### src/rtl/pflink_pkg.sv
// Shared definitions for the PFLINK receive lane monitor: lane states,
// default comma character and lane word width.
package pflink_pkg;
   typedef enum logic [1:0] {
      ST_RESET  = 2'd0,
      ST_HUNT   = 2'd1,
      ST_VERIFY = 2'd2,
      ST_LOCKED = 2'd3
   } lane_state_t;

   localparam logic [7:0] COMMA_K_DEF = 8'hBC;
   localparam int         LANE_W      = 16;
endpackage

### src/rtl/pflink_lane_fsm.sv
// One receive lane: comma hunt / verify / lock FSM, windowed error monitor,
// byte aligner and (with PFLINK_ERR_CNT_EN) a saturating errored-word counter.
module pflink_lane_fsm
   import pflink_pkg::*;
#(
   parameter logic [7:0] COMMA_K    = COMMA_K_DEF,
   parameter int         LOCK_CNT   = 16,
   parameter int         ERR_THRESH = 4,
   parameter int         ERR_WINDOW = 256,
   parameter int         CNT_W      = 16
) (
   input  logic              clk,
   input  logic              rst_n,
   input  logic [LANE_W-1:0] rx_d,
   input  logic [1:0]        rx_k,
   input  logic [1:0]        rx_err,
   input  logic              rx_reset_done,
   input  logic              lane_en,
   input  logic              clr_cnt,
   output logic [LANE_W-1:0] out_d,
   output logic              out_valid,
   output logic              lane_locked,
   output logic              relock_req,
   output logic [CNT_W-1:0]  err_cnt
);
   localparam int GC_W  = $clog2(LOCK_CNT + 1);
   localparam int ERR_W = $clog2(ERR_THRESH + 1);
   localparam int WIN_W = $clog2(ERR_WINDOW);

   lane_state_t       state, state_nxt;
   logic [GC_W-1:0]   gc, gc_nxt, gc_inc;
   logic              swap, swap_nxt, drop;
   logic [WIN_W-1:0]  win_cnt;
   logic [ERR_W-1:0]  win_err, win_err_new;
   logic [LANE_W-1:0] prev;
   logic              prev_err;
   logic              errored, comma_lo, comma_hi, comma, force_rst, win_wrap;

   assign errored     = |rx_err;
   assign comma_lo    = rx_k[0] && (rx_d[7:0] == COMMA_K);
   assign comma_hi    = rx_k[1] && (rx_d[15:8] == COMMA_K);
   assign comma       = !errored && (comma_lo || comma_hi);
   assign force_rst   = !lane_en || !rx_reset_done;
   assign gc_inc      = gc + GC_W'(1);
   assign win_wrap    = (win_cnt == WIN_W'(ERR_WINDOW - 1));
   // The wrap cycle's own error opens the new window instead of closing the old one.
   assign win_err_new = (win_wrap ? '0 : win_err) + ERR_W'(errored);

   always_comb begin
      state_nxt = state;
      gc_nxt    = gc;
      swap_nxt  = swap;
      drop      = 1'b0;
      case (state)
         ST_RESET:  state_nxt = ST_HUNT;
         ST_HUNT: begin
            gc_nxt = '0;
            if (comma) begin
               swap_nxt  = !comma_lo;
               gc_nxt    = GC_W'(1);
               state_nxt = (LOCK_CNT <= 1) ? ST_LOCKED : ST_VERIFY;
            end
         end
         ST_VERIFY: begin
            if (errored) begin
               state_nxt = ST_HUNT;
               gc_nxt    = '0;
            end else begin
               gc_nxt = gc_inc;
               if (gc_inc >= GC_W'(LOCK_CNT)) state_nxt = ST_LOCKED;
            end
         end
         ST_LOCKED: begin
            if (win_err_new >= ERR_W'(ERR_THRESH)) begin
               state_nxt = ST_HUNT;
               drop      = 1'b1;
            end
         end
         default:   state_nxt = ST_RESET;
      endcase
      if (force_rst) begin
         state_nxt = ST_RESET;
         gc_nxt    = '0;
         swap_nxt  = 1'b0;
         drop      = 1'b0;
      end
   end

   always_ff @(posedge clk or negedge rst_n) begin
      if (!rst_n) begin
         state <= ST_RESET;
         gc    <= '0;
         swap  <= 1'b0;
      end else begin
         state <= state_nxt;
         gc    <= gc_nxt;
         swap  <= swap_nxt;
      end
   end

   always_ff @(posedge clk or negedge rst_n) begin
      if (!rst_n) begin
         prev        <= '0;
         prev_err    <= 1'b0;
         out_d       <= '0;
         out_valid   <= 1'b0;
         lane_locked <= 1'b0;
         relock_req  <= 1'b0;
         win_cnt     <= '0;
         win_err     <= '0;
      end else if (force_rst) begin
         prev        <= '0;
         prev_err    <= 1'b0;
         out_d       <= '0;
         out_valid   <= 1'b0;
         lane_locked <= 1'b0;
         relock_req  <= 1'b0;
         win_cnt     <= '0;
         win_err     <= '0;
      end else begin
         prev        <= rx_d;
         prev_err    <= errored;
         out_d       <= swap ? {rx_d[7:0], prev[15:8]} : rx_d;
         out_valid   <= (state == ST_LOCKED) && !errored && !(swap && prev_err);
         lane_locked <= (state_nxt == ST_LOCKED);
         relock_req  <= drop;
         if (state == ST_LOCKED && !drop) begin
            win_cnt <= win_cnt + WIN_W'(1);
            win_err <= win_err_new;
         end else begin
            win_cnt <= '0;
            win_err <= '0;
         end
      end
   end

`ifdef PFLINK_ERR_CNT_EN
   logic [CNT_W-1:0] err_cnt_q;
   always_ff @(posedge clk or negedge rst_n) begin
      if (!rst_n)
         err_cnt_q <= '0;
      else if (clr_cnt)
         err_cnt_q <= '0;
      else if (state != ST_RESET && errored && err_cnt_q != '1)
         err_cnt_q <= err_cnt_q + CNT_W'(1);
   end
   assign err_cnt = err_cnt_q;
`else
   logic unused_clr;
   assign unused_clr = clr_cnt;
   assign err_cnt    = '0;
`endif
endmodule

### src/rtl/pflink_rx_lane_monitor.sv
// Multi-lane PFLINK receive monitor: per-lane alignment/lock plus aggregate lock.
// Optional per-lane error counters are enabled with PFLINK_ERR_CNT_EN.
module pflink_rx_lane_monitor
   import pflink_pkg::*;
#(
   parameter int         N_LANES    = 4,
   parameter logic [7:0] COMMA_K    = COMMA_K_DEF,
   parameter int         LOCK_CNT   = 16,
   parameter int         ERR_THRESH = 4,
   parameter int         ERR_WINDOW = 256,
   parameter int         CNT_W      = 16
) (
   input  logic                       clk,
   input  logic                       rst_n,
   input  logic [LANE_W*N_LANES-1:0]  rx_d,
   input  logic [2*N_LANES-1:0]       rx_k,
   input  logic [2*N_LANES-1:0]       rx_err,
   input  logic [N_LANES-1:0]         rx_reset_done,
   input  logic [N_LANES-1:0]         lane_en,
   input  logic                       clr_cnt,
   output logic [LANE_W*N_LANES-1:0]  out_d,
   output logic [N_LANES-1:0]         out_valid,
   output logic [N_LANES-1:0]         lane_locked,
   output logic                       all_locked,
   output logic [N_LANES-1:0]         relock_req,
   output logic [CNT_W*N_LANES-1:0]   err_cnt
);
   for (genvar i = 0; i < N_LANES; i++) begin : g_lane
      pflink_lane_fsm #(
         .COMMA_K    (COMMA_K),
         .LOCK_CNT   (LOCK_CNT),
         .ERR_THRESH (ERR_THRESH),
         .ERR_WINDOW (ERR_WINDOW),
         .CNT_W      (CNT_W)
      ) u_lane (
         .clk           (clk),
         .rst_n         (rst_n),
         .rx_d          (rx_d[LANE_W*i +: LANE_W]),
         .rx_k          (rx_k[2*i +: 2]),
         .rx_err        (rx_err[2*i +: 2]),
         .rx_reset_done (rx_reset_done[i]),
         .lane_en       (lane_en[i]),
         .clr_cnt       (clr_cnt),
         .out_d         (out_d[LANE_W*i +: LANE_W]),
         .out_valid     (out_valid[i]),
         .lane_locked   (lane_locked[i]),
         .relock_req    (relock_req[i]),
         .err_cnt       (err_cnt[CNT_W*i +: CNT_W])
      );
   end

   // Disabled lanes don't block aggregate lock, but an all-disabled link is never locked.
   assign all_locked = (|lane_en) && (&(lane_locked | ~lane_en));
endmodule
### config.mk
export PLATFORM = sky130hd
export DESIGN_NAME = pflink_rx_lane_monitor
export DESIGN_NICKNAME = d
export VERILOG_FILES = /design/src/rtl/pflink_pkg.sv /design/src/rtl/pflink_lane_fsm.sv /design/src/rtl/pflink_rx_lane_monitor.sv
export SDC_FILE = /design/constraint.sdc
export NUM_CORES = 1
export LEC_CHECK = 0
export ABC_AREA = 1
export ABC_CLOCK_PERIOD_IN_PS = 3100
export BUFFER_PORTS_ARGS = -buffer_cell sky130_fd_sc_hd__buf_4
export CORE_MARGIN = 8
export CORE_UTILIZATION = 51
export DETAILED_ROUTE_END_ITERATION = 12
export GPL_ROUTABILITY_DRIVEN = 0
export PLACE_DENSITY = 0.77
export SYNTH_ARGS = -nofsm -noshare
export SYNTH_HDL_FRONTEND = slang
export SYNTH_SLANG_ARGS = --single-unit
### constraint.sdc
create_clock -name clk -period 3.1 [get_ports clk]
set_clock_uncertainty 0.15 [all_clocks]
set_input_delay 0.155 -clock clk [delete_from_list [all_inputs] [get_ports clk]]
set_output_delay 0.155 -clock clk [all_outputs]
set_load 0.1 [all_outputs]
==> After elaboration in Yosys (flattened, before gate mapping) <==
Index checks and enable logic that the tools add are counted.
{ "classes": {"n_addsub": 12, "magnitude_cmp": 8, "n_eq_ne": 28, "muxes": 112, "n_bitwise": 2, "n_reduce_logical": 87} }
{ "op_table": {"columns": ["op", "n"], "rows": [
  ["16-bit 2-to-1 mux", 12],
  ["8-bit == test, second input constant", 12],
  ["8-bit 2-to-1 mux", 8],
  ["1-bit 2-to-1 mux", 44],
  ["2-bit 2-to-1 mux", 20],
  ["5-bit 2-to-1 mux", 8],
  ["5-bit one-hot mux with 2 select lines", 4],
  ["3-bit 2-to-1 mux", 12],
  ["8-bit by 1-bit adder with 8-bit output, second input constant", 4],
  ["2-bit one-hot mux with 4 select lines", 4],
  ["1-bit logical AND", 29],
  ["2-bit == test, second input constant", 12],
  ["1-bit zero test", 24],
  ["5-bit by 1-bit adder with 5-bit output, second input constant", 4],
  ["5-bit >= comparator, second input constant", 4],
  ["2-bit nonzero test", 8],
  ["3-bit by 1-bit adder with 3-bit output", 4],
  ["3-bit >= comparator, second input constant", 4],
  ["3-bit nonzero test", 4],
  ["2-bit by 1-bit == test with 1-bit output, second input constant", 4],
  ["2-bit zero test", 4],
  ["1-bit logical OR", 8],
  ["2-bit AND reduction", 4],
  ["2-bit OR reduction", 4],
  ["other kinds (4)", 4]
]} }
{ "totals": {"register_bits": 220, "output_inout_bits": 141, "elab_cells": 293} }

==> Depth between registers and ports, before layout <==
Gate-level depths: netlist of the first run.
{ "logic_depth": {"ltp_word": 11, "depth_mapped": 16} }

==> By module <==
A second synthesis of the first run with hierarchy kept.
{ "hier_totals": {"cells_unflattened": 1021, "area_unflattened_um2": 9017.4} }
{ "by_module_without_submodules": {"columns": ["mod", "instances", "cells_each", "area_per_inst_um2", "seq_area_each_um2"], "rows": [
  ["pflink_lane_fsm (g_lane[0].u_lane ...)", 3, 251, 2240.9, 1176.1],
  ["pflink_lane_fsm (g_lane[1].u_lane)", 1, 255, 2243.4, 1176.1],
  ["pflink_rx_lane_monitor", 1, 13, 51.3, 0.0]
]} }

==> Worst setup path after synthesis of the first run <==
OpenSTA, ideal clock, no wires.
{ "synth_path": {"kind": "register to output", "from": "reg g_lane[2].u_lane.lane_locked", "to": "out all_locked", "arrival_time_ns": 2.479, "t_required_ns": 2.795, "slack_ns": 0.316, "path_stages_with_launch": 3, "path_cell_list": "dfrtp_1 > o22ai_1 > nor3_1"} }
{ "synth_via": {"elab_chain_cells": 3} }
{ "synth_lines": {"columns": ["element", "line_no", "source"], "rows": [
  ["start, declared", "pflink_lane_fsm.sv:22", "output logic lane_locked,"],
  ["start signal, assigned", "pflink_lane_fsm.sv:125", "lane_locked <= (state_nxt == ST_LOCKED);"],
  ["4-bit OR", "pflink_rx_lane_monitor.sv:53", "assign all_locked = (|lane_en) && (&(lane_locked | ~lane_en));"],
  ["4-bit AND reduction", "pflink_rx_lane_monitor.sv:53", null],
  ["1-bit logical AND", "pflink_rx_lane_monitor.sv:53", null],
  ["end, declared", "pflink_rx_lane_monitor.sv:24", "output logic all_locked,"]
]} }
Every way passes these cells.

==> Worst setup path after layout of the first run <==
{ "layout_path": {"from": "reg g_lane[2].u_lane.win_cnt[0]", "to": "reg g_lane[2].u_lane.state[1]"} }
{ "layout_via": {"elab_chain_cells": 7} }
{ "layout_lines": {"columns": ["element", "line_no", "source"], "rows": [
  ["start, declared", "pflink_lane_fsm.sv:33", "logic [WIN_W-1:0] win_cnt;"],
  ["start signal, assigned", "pflink_lane_fsm.sv:128", "win_cnt <= win_cnt + WIN_W'(1);"],
  ["8-bit == test", "pflink_lane_fsm.sv:45", "assign win_wrap = (win_cnt == WIN_W'(ERR_WINDOW - 1));"],
  ["3-bit 2-to-1 mux", "pflink_lane_fsm.sv:47", "assign win_err_new = (win_wrap ? '0 : win_err) + ERR_W'(errored);"],
  ["3-bit by 1-bit adder with 3-bit output", "pflink_lane_fsm.sv:47", null],
  ["3-bit >= comparator", "pflink_lane_fsm.sv:74", "if (win_err_new >= ERR_W'(ERR_THRESH)) begin"],
  ["2-bit 2-to-1 mux", "pflink_lane_fsm.sv:74", null],
  ["2-bit one-hot mux with 4 select lines", "pflink_lane_fsm.sv:54", "case (state)"],
  ["2-bit 2-to-1 mux", "pflink_lane_fsm.sv:81", "if (force_rst) begin"],
  ["named net g_lane[2].u_lane.state_nxt[1]", "pflink_lane_fsm.sv:30", "lane_state_t state, state_nxt;"],
  ["end signal, assigned", "pflink_lane_fsm.sv:95", "state <= state_nxt;"],
  ["end, declared", "pflink_lane_fsm.sv:30", null]
]} }
The timed path passes the listed nets, and every way through them passes these cells.
A chain may end at the register's enable or synchronous reset.

==> flow_summary.toml, run 1 <==
[run_status]
status = "finished clean"

[die]
dieArea_um2 = 22700
io_pins = 232
num_rows = 49
start_util_pct = 51.7
die_w_um = 151
core_area_um2 = 17900
die-height_um = 151

[clocking]
tritoncts = "yes"
clock_latency_ns = 0.43
numCtsBuffers = 17
root_buffer = "clkbuf_16"
htreeDepth = 4
max-clock-path-buffers = 2
post_cts_resized = 0
postCtsHoldBufs = 74
clk_pin_slew_ns = 0.07
cts_sinks = 188
cts_setup_buffers = 0

[detailed_routing]
drtPass1Iterations = 5
wirelength_um = 22800
viasPerCell = 4.95
drtIter0Drc = 406
vias = 7529
ant_nets = 0
drc_errors = 0
wl_per_cell_um = 15.0

[critical_path]
path_class = "reg -> reg"
r2r_start = "g_lane[2].u_lane.win_cnt[0]"
reg2reg_slack_ns = 0.82
cp_max_fo = 3
cp-start-kind = "flip-flop"
critPathLaunch = "g_lane[2].u_lane.win_cnt[0]"
worstPathRequired_ns = 3.26
arrival_ns = 2.44
end_kind = "flip-flop"

[job]
maxCapViolations = 0

[yosys]
ys_ff_latch = 188
synth_area_leader_cell = "dfrtp_1"
yosysWarnings = 0
netlist_area_um2 = 9260
ys.flop_type = "dfrtp_1"
async_reset_ff_share_pct = 100
synth-edff-count = 0
synth_top_area_share_pct = 50.8
synth_cells = 1048
synth_cell_types = 38
yosysSeqAreaShare_pct = 50.8
synthTopCellsByArea = "dfrtp_1 51%, nand2_1 7.6%, buf_4 6.2%"
post_synth.cell_area_avg_um2 = 8.83

[power_and_ir_drop]
p_per_area_nw_per_um2 = 499
ir_drop_uv = 357
p_leak_nw = 6.14

[cells_and_area]
nFillCells = 1388
nets = 1405
area_growth_pct = 27.1
drive_gt1_share_pct = 20.3
regArea_um2 = 4700
multiInputGateArea_um2 = 3630

[min_path]
min_from = "rx_reset_done[2]"
hp-class = "in -> reg"

[sta]
min_period_ns = 2.28
maxSlewViolCount = 0
final_hold_viol_count = 0
fin_setup_tns_ns = 0
fin_crit_sh_pct = 73.6
max_slew_margin_pct = 52.1
finalSetupViolCount = 0
max_freq_mhz = 438
final.setup.worst_slack_ns = 0.818
tightest_slew_ns = 0.717
rsz0062_at_grt = "no"

[global_routing]
grt_pass1_vias = 7765
grt_pass1_wl_um = 37000
gr-total-overflow = 0
grt_usage_pct = 20.2
grt_max_degree = 104
antenna_found_initial = 1

[placement]
dp_slack_ns = 0.885
port_buffers = 166
post-dp-hpwl_um = 15200
[worst max-delay path: stages (launching register included)]
cell and delay, ns:
dfrtp_1 0.38, ha_1 0.19, nand2_1 0.07, nor2_2 0.18
nand2_2 0.10, inv_1 0.08, nor2_1 0.04, ha_1 0.17
ha_1 0.21, inv_1 0.08, nand3_2 0.11, nand3_1 0.11
nand2_1 0.05, inv_1 0.05, nand2_1 0.05, nand2_1 0.10
nor2_1 0.05
[area by class of cell]
class / instances / share of cell area [%]
clock inverter: 11 / 1.34
clock buffer: 20 / 3.88
inverter: 129 / 4.17
sequential: 188 / 40.0
antenna: 1 / 0.0213
tap: 229 / 2.43
timing repair buffer: 245 / 17.4
multi-input combinational: 697 / 30.8
[flip-flops by register name, indices dropped and copies added (netlist names)]
register / cells
g_lane.u_lane.out_d: 64
g_lane.u_lane.prev: 32
g_lane.u_lane.win_cnt: 32
g_lane.u_lane.gc: 20
g_lane.u_lane.win_err: 12
g_lane.u_lane.state: 8
g_lane.u_lane.lane_locked: 4
g_lane.u_lane.out_valid: 4
g_lane.u_lane.prev_err: 4
g_lane.u_lane.relock_req: 4
g_lane.u_lane.swap: 4
[power breakdown]
part | switching, mW | internal [mW]
Clock | 0.954 | 1.32
Sequential | 0.0222 | 2.51
Combinational | 0.832 | 0.235
Total | 1.81 | 4.07
[cells by family after synthesis]
logic type / Yosys count / share of synthesized area (%)
flops: 188 / 50.8
compound gates: 154 / 8.91
other cells: 1 / 0.0405
fa+ha+maj: 36 / 4.86
simple gates: 418 / 20.7
buf+inv: 230 / 12.7
xor+xnor: 21 / 1.99
[metrics by stage]
stage	utilization (%)	hold WS (ns)	instances	power, mW	area [um^2]
after floorplan	-	-0.291	1115	3.36	9510
after global placement	58.2	-0.0304	1414	3.55	10400
after detailed placement	58.2	-0.0277	1414	3.55	10400
after CTS	65.7	0.00291	1519	5.90	11800
after global routing	65.7	0.0288	1520	6.06	11800
final	65.7	0.00105	1520	5.87	11800
[routing by layer]
metal  share of wire (%)  track usage, %  vias up
li1                    -               -     3637
met1                  40            23.5     3603
met2                  52            34.6      225
met3                 5.0            4.30       64
met4                 3.5            10.2        0
met5                   0               0        -
[cell usage after synthesis (all sizes together) (3+ instances only)]
cell    number
inv        126
nand3       51
nand4        6
nor2       130
a21oi       87
nor4         9
nor3b        4
o21ai       51
buf         89
or2          8
dfrtp      188
clkinv       3
o22ai        7
clkbuf      12
a211oi       8
and2         3
nand2      206
ha          36
xor2        13
xnor2        8
[cell usage in the layout (no fill, tap or decap), drive strengths merged]
master	count
clkbuf	21
conb	68
a21oi	87
xnor2	8
nor3	1
clkinvlp	1
nand4	6
o21ai	51
diode	1
nand2	206
dfrtp	188
a32o	1
or2	8
o22ai	7
nand3	51
a211oi	8
nor3b	4
nor4	9
buf	170
clkinv	6
ha	36
nor2	130
dlygate4sd3	74
xor2	13
and2	3
inv	130
bufinv	3
[worst paths after layout]
check / endpoint / cells after the start
worst max-delay path: g_lane[2].u_lane.state[1] / 16
worst min-delay path: g_lane[2].u_lane.state[1] / 3
worst max register to register: g_lane[2].u_lane.state[1] / 16
worst min register to register: g_lane[2].u_lane.out_valid / 1
max in group asynchronous: g_lane[0].u_lane.prev[13] / 3
min in group asynchronous: g_lane[3].u_lane.win_err[1] / 2
Power figures use the tool's default switching activity.
==> inputs of run 2 (changes only) <==
Settings changed: ABC_AREA 1 to 0, ABC_CLOCK_PERIOD_IN_PS 3100 to 2000, CORE_UTILIZATION 51 to 48, PLACE_DENSITY 0.77 to 0.76.
Clock period 3.1 ns to 2 ns, I/O delays scaled along.
==> flow_summary.toml, run 2 <==
[run_status]
status = "finished with violations"
violations = "negative setup slack"

[yosys]
synth-edff-count = 0
synth_cell_types = 47
yosys.cell_count.top_type = "dfrtp_1"
ys.flop_type = "dfrtp_1"
synth_common_cells = "188 x dfrtp_1, 140 x nor2_1, 76 x buf_4, 64 x mux2i_1, 47 x and3_1"
synth_top_area_share_pct = 51.7
ys_ff_latch = 188
post_synth.cell_area_avg_um2 = 10.6
yosysWarnings = 0
yosysSeqAreaShare_pct = 51.7
netlist_area_um2 = 9100
synth_area_leader_cell = "dfrtp_1"
synthTopCellsByArea = "dfrtp_1 52%, mux2i_1 7.0%, buf_4 6.3%"
async_reset_ff_share_pct = 100
synth_cells = 860

[cells_and_area]
layout_commonest_cell = "buf_4"
layout_common_cells = "202 x buf_4, 188 x dfrtp_1, 115 x dlygate4sd3_1"
area_growth_pct = 40.1
antenna_cells = 0
drive_gt1_share_pct = 27.6
largest_register = "g_lane.u_lane.out_d"
nets = 1301
reg_top3 = "g_lane.u_lane.out_d: 64 flops, g_lane.u_lane.prev: 32 flops, g_lane.u_lane.win_cnt: 32 flops"
fin_util_pct = 68.4
largest_register_ffs = 64

[die]
core_area_um2 = 18600
dieArea_um2 = 23600
die_w_um = 154
io_pins = 232
start_util_pct = 48.8
num_rows = 50
die-height_um = 154

[power_and_ir_drop]
p_switching_mw = 2.87
p_sw_share_pct = 31.9
combPwrFrac_pct = 19.6
pwr-share-clk_pct = 36.7
total_power_mw = 8.98
p_leak_nw = 6.08
internal_power_mw = 6.12
ir_drop_uv = 616
p_per_area_nw_per_um2 = 704
seq_power_share_pct = 43.7

[detailed_routing]
drc_errors = 0
ant_nets = 0
drtIter0Drc = 318
wl_per_cell_um = 17.1
drtPass1Iterations = 4
viasPerCell = 5.14
wirelength_um = 24200
vias = 7311

[clocking]
tritoncts = "yes"
htreeDepth = 4
numCtsBuffers = 17
root_buffer = "clkbuf_16"
clk_pin_slew_ns = 0.07
max-clock-path-buffers = 2
cts_sinks = 188
clock_latency_ns = 0.43

[global_routing]
gr-total-overflow = 0
antenna_found_initial = 0
grt_pass1_wl_um = 39400
grt_pass1_vias = 7771
grt_max_degree = 67
grt_usage_pct = 20.5

[sta]
fin_setup_tns_ns = -0.349
hold_ws_ns = 0.0217
rsz0062_at_grt = "yes"
final.setup.worst_slack_ns = -0.106
tightest_slew_ns = 0.802
fin_crit_sh_pct = 105
max_freq_mhz = 475
finalSetupViolCount = 8
final_hold_viol_count = 0
min_period_ns = 2.11
maxSlewViolCount = 0
max_slew_margin_pct = 46.4

[min_path]
hp-class = "in -> reg"

[critical_path]
worstPathRequired_ns = 2.12
path_class = "reg -> reg"
cp_max_fo = 3
end_kind = "flip-flop"
cp-start-kind = "flip-flop"
arrival_ns = 2.22

[job]
maxCapViolations = 0

[placement]
port_buffers = 166
post-dp-hpwl_um = 16000
dp_slack_ns = -0.113
[run 2: cell count changes in the layout (fill, tap and decap cells not counted), sizes merged, moves of 35 or more]
cell and change:
buf +39, o21ai -35, and3 +48, dlygate4sd3 +41, mux2i +64, nand2 -165, a21oi -71, inv -89
[run 2: power by group through the flow]
stage	logic [mW]	registers, mW	clock network (mW)
after floorplan	0.837	4.36	0
final	1.76	3.93	3.30
after detailed placement	1.54	4.00	0
after global routing	1.84	3.93	3.55
after global placement	1.53	4.00	0
after CTS	1.73	3.93	3.37
[run 2: repair_timing]
item	4_1_cts	5_1_grt
hold buffers	115	0
pin swaps	15	26
endpoints found under the hold margin	300	0
resized for setup	22	57
setup endpoints to repair	47	52
gates cloned	3	1
setup buffers	4	6
[run 2: metal layers]
layer / global-route usage [%] / wire, um / vias up
met5: 0 / 0 / -
met4: 7.61 / 564 / 0
met3: 4.40 / 1220 / 40
met2: 36.2 / 12600 / 230
met1: 24.2 / 9840 / 3611
li1: - / - / 3430
[run 2: cell families (layout without fill, tap and decap cells)]
family	Yosys count	after routing	synth area share, %
mux	64	64	7.04
other cells	1	68	0.0412
simple gates	329	333	18.3
fa+ha+maj	36	36	4.95
flops	188	188	51.7
buf+inv	136	392	8.94
compound gates	76	76	6.16
xor+xnor	30	30	2.89
[run 2: metrics by stage]
stage / area (um^2) / instances
after floorplan: 9390 / 927
after global placement: 10600 / 1261
after detailed placement: 10600 / 1261
after CTS: 12400 / 1415
after global routing: 12700 / 1421
final: 12700 / 1421
[run 2: final timing paths]
path,startpoint,to,slack [ns],depth (start not counted)
hold reg to reg,g_lane[0].u_lane.prev_err,g_lane[0].u_lane.out_valid,0.28,1
max in group asynchronous,rst_n,g_lane[2].u_lane.out_d[2],0.98,3
hold / removal,rx_k[4],g_lane[2].u_lane.swap,0.02,5
setup reg to reg,g_lane[0].u_lane.win_cnt[0],g_lane[0].u_lane.state[1],-0.11,9
min in group asynchronous,rst_n,g_lane[3].u_lane.out_d[4],0.08,2
setup / recovery,g_lane[0].u_lane.win_cnt[0],g_lane[0].u_lane.state[1],-0.11,9
[run 2: critical path, cell delays in order, from the launching register on]
cell and delay [ns]:
dfrtp_1 0.36, ha_2 0.21, nand3_4 0.09, nor2_4 0.10, nor2b_2 0.05, ha_2 0.18, ha_4 0.17, xor2_4 0.19
a311oi_2 0.34, nor3_1 0.10
[run 2: cell type report]
type                       instances  area, um^2
sequential                       188        4700
inverter                          35         131
timing repair buffer             325        2800
multi-input combinational        607        4250
fill                            1351        5890
clock inverter                    13         133
tap                              234         293
clock buffer                      19         443
